`config.mk`:
```
export PLATFORM = sky130hd
export DESIGN_NAME = if_id_queue
export DESIGN_NICKNAME = d
export VERILOG_FILES = /design/src/rtl/if_id_queue_pkg.sv /design/src/rtl/ifq_ram.sv /design/src/rtl/if_id_queue.sv
export SDC_FILE = /design/constraint.sdc
export NUM_CORES = 1
export LEC_CHECK = 0
export CAP_MARGIN = 20
export CORE_UTILIZATION = 55
export DETAILED_ROUTE_END_ITERATION = 10
export MAX_ROUTING_LAYER = met4
export PLACE_DENSITY = 0.82
export SYNTH_ARGS = -nofsm -noshare
export SYNTH_HDL_FRONTEND = slang
export SYNTH_SLANG_ARGS = --single-unit
```
`constraint.sdc`:
```
create_clock -name clk -period 16.1 [get_ports clk]
set_clock_uncertainty 0.15 [all_clocks]
set_input_delay 3.22 -clock clk [delete_from_list [all_inputs] [get_ports clk]]
set_output_delay 3.22 -clock clk [all_outputs]
set_load 0.03 [all_outputs]
```
`src/rtl/if_id_queue_pkg.sv`:
```
// Shared types and helpers for the IF->ID fetch queue.
// Holds the entry layout, the zero word and the DEPTH legality check.
package if_id_queue_pkg;

   localparam int IFQ_ADDR_W = 32;
   localparam int IFQ_INST_W = 32;

   localparam logic [31:0] ZeroWord = 32'h0000_0000;

   typedef struct packed {
      logic [IFQ_ADDR_W-1:0] pc;
      logic [IFQ_INST_W-1:0] inst;
      logic                  taken;
   } ifq_entry_t;

   // Pointers wrap by natural overflow, so DEPTH must be a power of two.
   function automatic bit depth_ok(input int d);
      return (d >= 2) && ((d & (d - 1)) == 0);
   endfunction

endpackage

```
`src/rtl/ifq_ram.sv`:
```
// DEPTH x W register array for the fetch queue: one write port, async read.
// Storage is not reset; the queue top masks the read data when empty.
module ifq_ram #(
   parameter int DEPTH = 4,
   parameter int W     = 65,
   parameter int AW    = $clog2(DEPTH)
) (
   input  logic          clk,
   input  logic          wr_en,
   input  logic [AW-1:0] wr_addr,
   input  logic [W-1:0]  wr_data,
   input  logic [AW-1:0] rd_addr,
   output logic [W-1:0]  rd_data
);

   logic [W-1:0] mem [DEPTH];

   always_ff @(posedge clk) begin
      if (wr_en) begin
         mem[wr_addr] <= wr_data;
      end
   end

   assign rd_data = mem[rd_addr];

endmodule

```
`src/rtl/if_id_queue.sv`:
```
// Fetch-to-decode FIFO with valid/ready on both sides and single-cycle flush.
// Optional backpressure statistics counter enabled by defining IFQ_STATS_EN.
module if_id_queue
   import if_id_queue_pkg::*;
#(
   parameter int DEPTH  = 4,
   parameter int ADDR_W = 32,
   parameter int INST_W = 32
) (
   input  logic                     clk,
   input  logic                     rst,
   input  logic                     flush,
   input  logic                     in_valid,
   output logic                     in_ready,
   input  logic [ADDR_W-1:0]        in_pc,
   input  logic [INST_W-1:0]        in_inst,
   input  logic                     in_taken,
   output logic                     out_valid,
   input  logic                     out_ready,
   output logic [ADDR_W-1:0]        out_pc,
   output logic [INST_W-1:0]        out_inst,
   output logic                     out_taken,
   output logic [$clog2(DEPTH):0]   occupancy,
   output logic [31:0]              stat_bp_cycles
);

   localparam int PW = $clog2(DEPTH);
   localparam int CW = PW + 1;
   localparam int EW = ADDR_W + INST_W + 1;
   localparam logic [CW-1:0] FullCount = CW'(DEPTH);

   if (!depth_ok(DEPTH)) begin : g_depth_illegal
      $error("if_id_queue: DEPTH must be a power of two >= 2");
   end

   typedef struct packed {
      logic              taken;
      logic [INST_W-1:0] inst;
      logic [ADDR_W-1:0] pc;
   } entry_t;

   logic [PW-1:0] rd_ptr, wr_ptr;
   logic [CW-1:0] count;
   logic          push, pop;
   entry_t        wr_entry, rd_entry;

   // Handshake: a transfer happens on a rising edge where valid and ready are
   // both high. in_ready comes only from registered state (no out_ready path),
   // so a full queue refuses a push even in a cycle that pops.
   assign in_ready  = !rst && (count != FullCount);
   assign out_valid = (count != '0);
   assign push      = in_valid && in_ready;
   assign pop       = out_valid && out_ready;

   assign wr_entry = '{taken: in_taken, inst: in_inst, pc: in_pc};

   ifq_ram #(
      .DEPTH (DEPTH),
      .W     (EW)
   ) u_ram (
      .clk     (clk),
      .wr_en   (push && !flush),
      .wr_addr (wr_ptr),
      .wr_data (wr_entry),
      .rd_addr (rd_ptr),
      .rd_data (rd_entry)
   );

   always_ff @(posedge clk) begin
      if (rst || flush) begin
         rd_ptr <= '0;
         wr_ptr <= '0;
         count  <= '0;
      end else begin
         if (push) wr_ptr <= wr_ptr + 1'b1;
         if (pop)  rd_ptr <= rd_ptr + 1'b1;
         case ({push, pop})
            2'b10:   count <= count + 1'b1;
            2'b01:   count <= count - 1'b1;
            default: count <= count;
         endcase
      end
   end

   // Empty queue shows a bubble rather than whatever the RAM last held.
   assign out_pc    = out_valid ? rd_entry.pc    : '0;
   assign out_inst  = out_valid ? rd_entry.inst  : '0;
   assign out_taken = out_valid ? rd_entry.taken : 1'b0;
   assign occupancy = count;

`ifdef IFQ_STATS_EN
   logic [31:0] bp_cnt;

   // Saturating; flush deliberately leaves it alone.
   always_ff @(posedge clk) begin
      if (rst) begin
         bp_cnt <= ZeroWord;
      end else if (in_valid && !in_ready && (bp_cnt != ~ZeroWord)) begin
         bp_cnt <= bp_cnt + 32'd1;
      end
   end

   assign stat_bp_cycles = bp_cnt;
`else
   assign stat_bp_cycles = ZeroWord;
`endif

endmodule

```
==> impl_results.md <==
- Mapped Area: 10500 um^2
- Pwr dens: 114 nW/um^2
- Row Count: 50
- Initial antenna violation count: 0
- Hold Crit Start: wr_ptr[0]
- Total die area: 19700 um^2
- Yosys reg bits: 269
- Arrival @ worst endpoint: 4480 ps
- RD Place Congestion: 0.702
- Vias in the first global route: 5557
- DRT antenna net count: 0
- Post-CTS Setup Inserts: 0
- Post-synth EDFFs: 260
- Dominant register cell in the synthesized netlist: edfxtp_1
- Family with the most delay on the worst path: buffers and inverters
- Pin count of the biggest net entering global routing: 66
- Synth top area share: 0.740
- Core Region: 18800 um^2
- Crit-path slowest cell: clkdlybuf4s50_1
- Slew HR: 0.343
- Worst-Skew Late Latency: 520 ps
- Crit path launch type: primary input
- IO Pins: 172
- Chip height: 140 um
- Pre-CTS setup slack: 8250 ps
- Final hold violation count: 0
- Vias: 5085
- Synth area leader: edfxtp_1
- Routed wire length: 19300 um
- Port bufs: 139
- Gr ovfl total: 0
- Worst vdd ir: 0.0898 mV
- YS warnings: 0
- First-pass GRT wire length: 29800 um
- Initial cell density of the core: 0.562
- Num CTS Buffers: 27
- Fin. max-slew vios: 0
- CTS Buffer Depth: 3
- M1 GR Usage: 0.252
- Reg2Reg Launch Point: occupancy[2]
- Post-synthesis area per instance: 21.2 um^2
- H-tree depth: 1
- Worst Path Buf+Inv: 2
- GR Util All Layers: 0.207
- CP Class: in -> out
- CP Capture Type: output pin
- Synth cell count leaders: edfxtp_1, and2_1, mux4_2
- Area of placed instances: 12100 um^2
- Leakage: 4.17 nW
- Final setup fails: 0
- Root buffer cell: clkbuf_16
- Fin worst setup slack: 8250 ps
- Fmax: 0.127 GHz
- Worst-path maximum fanout: 4
- DR vias/cell: 5.61
- DPL Wire Length: 11500 um
- Synth unique cells: 26
- Fin area: 13000 um^2
- Top post-synthesis cells by area: edfxtp_1, mux4_2, and2_1
- Grt met2 use: 0.349
- Hold bufs inserted after CTS: 0
- Critical Path Start: rst
- CP required: 12730 ps
- RSZ-0062 raised after global routing: no
- Most used cell, CP: clkdlybuf4s50_1
- PostCTS Resize Cnt: 0
- # diodes: 0
- Count leader, synth: edfxtp_1
- Sequential area share after synthesis: 0.757
- Fraction of registers with async set/reset: 0
- Die X: 140 um
- Post-Place Cells: 858
- GRT met3 Usage: 0.0455
- Routed wire length per instance: 21.3 um
- Period utilization: 0.488
- Number of remaining DRC errors: 0
- Clock transition at the registers of the reported paths: 60 ps
- Hold crit path type: reg -> reg
- Status: complete, no violations
- Nets: 729
- Slew at the pin with the worst max-slew slack: 986 ps
- Num Clock Sinks: 269
- Max cap viols: 0
- Filler instances: 1171
- 1st-iter DRT viols: 234
- Setup TNS: 0 ps
- Synth Instances: 498
- GRT busiest layer: met2
- Min Tclk post-route: 7850 ps
- Drt pass-1 iters: 4
- Fin cells: 907
- CP Cell Sequence: clkdlybuf4s50_1 -> nor2b_1 -> clkdlybuf4s50_1
- TritonCTS clock tree: built
- Synth-to-layout area growth: 22.9%
- Largest stage delay, worst path: 680 ps
- Layout cells sized above 1: 0.183
-- final cells by class --
type	instances	area [um^2]	share of cell area
Sequential cell	269	8000	0.617
Multi-Input combinational cell	200	2300	0.177
Timing Repair Buffer	149	1480	0.114
Clock buffer	31	691	0.0533
Tap cell	234	293	0.0226
Clock inverter	18	181	0.0140
Inverter	6	22.5	0.00174
-- cell families (layout without fill, tap and decap cells) --
group / Yosys count / count (layout) / share of synthesized area
AO/OA/AOI/OAI: 5 / 5 / 0.00297
XOR/XNOR: 4 / 4 / 0.00332
AND/OR/NAND/NOR: 86 / 86 / 0.0496
adder cells (fa/ha/maj): 6 / 6 / 0.00783
other: 1 / 32 / 0.000356
buffers and inverters: 60 / 204 / 0.0378
multiplexers: 67 / 67 / 0.141
flip-flops: 269 / 269 / 0.757
-- worst reg2reg max path: cells and delay by family (launching register included) --
family | cells | cell delay (ps)
AND/OR/NAND/NOR | 3 | 1050
XOR/XNOR | 1 | 160
buffers and inverters | 1 | 80
adder cells (fa/ha/maj) | 2 | 640
AO/OA/AOI/OAI | 1 | 130
flip-flops | 1 | 440
-- cell usage in the layout (no fill, tap or decap), drive strengths merged --
master	netlist	routed
clkinv	0	14
nor3b	4	4
nor2b	1	1
conb	1	32
edfxtp	260	260
ha	5	5
nand2	4	4
o311ai	1	1
or3	2	2
or2	1	1
o31ai	1	1
and2	65	65
clkbuf	9	31
or3b	1	1
inv	6	6
dfxtp	9	9
nor2	7	7
o21ai	1	1
clkdlybuf4s50	0	139
fa	1	1
mux2i	2	2
nand3b	1	1
bufinv	0	4
mux4	65	65
buf	45	10
xor2	4	4
a21oi	2	2
-- metrics by stage --
| stage | total power, mW | hold slack [ps] | util |
|---|---|---|---|
| 2_1_floorplan | 0.841 | 321 | - |
| 3_3_place_gp | 0.873 | 329 | 0.643 |
| 3_5_place_dp | 0.877 | 369 | 0.644 |
| 4_1_cts | 1.49 | 388 | 0.690 |
| 5_1_grt | 1.52 | 435 | 0.690 |
| 6_report | 1.48 | 388 | 0.690 |
-- sequential cells by signal (all words and copies together), names as in the netlist, named ones only --
name	flops
wr_ptr	2
u_ram.mem	260
rd_ptr	2
occupancy	3
-- path summary, 6_finish.rpt --
kind | to | slack, ps | cells past startpoint
setup / recovery | in_ready | 8250 | 3
hold / removal | wr_ptr[0] | 390 | 2
setup reg to reg | occupancy[2] | 13380 | 8
hold reg to reg | wr_ptr[0] | 390 | 2
-- per-layer routing --
metal | routed length, um | share of wire
met1 | 7850 | 0.41
met2 | 9780 | 0.51
met3 | 1250 | 0.065
met4 | 395 | 0.020
met5 | 0 | 0
-- where the power goes --
group | total [mW] | internal, mW | switching, mW | leakage, nW
Combinational | 0.0858 | 0.0374 | 0.0484 | 1.32
Clock | 0.614 | 0.369 | 0.245 | 0.432
Sequential | 0.776 | 0.774 | 0.00250 | 2.42
Power figures use the tool's default switching activity.
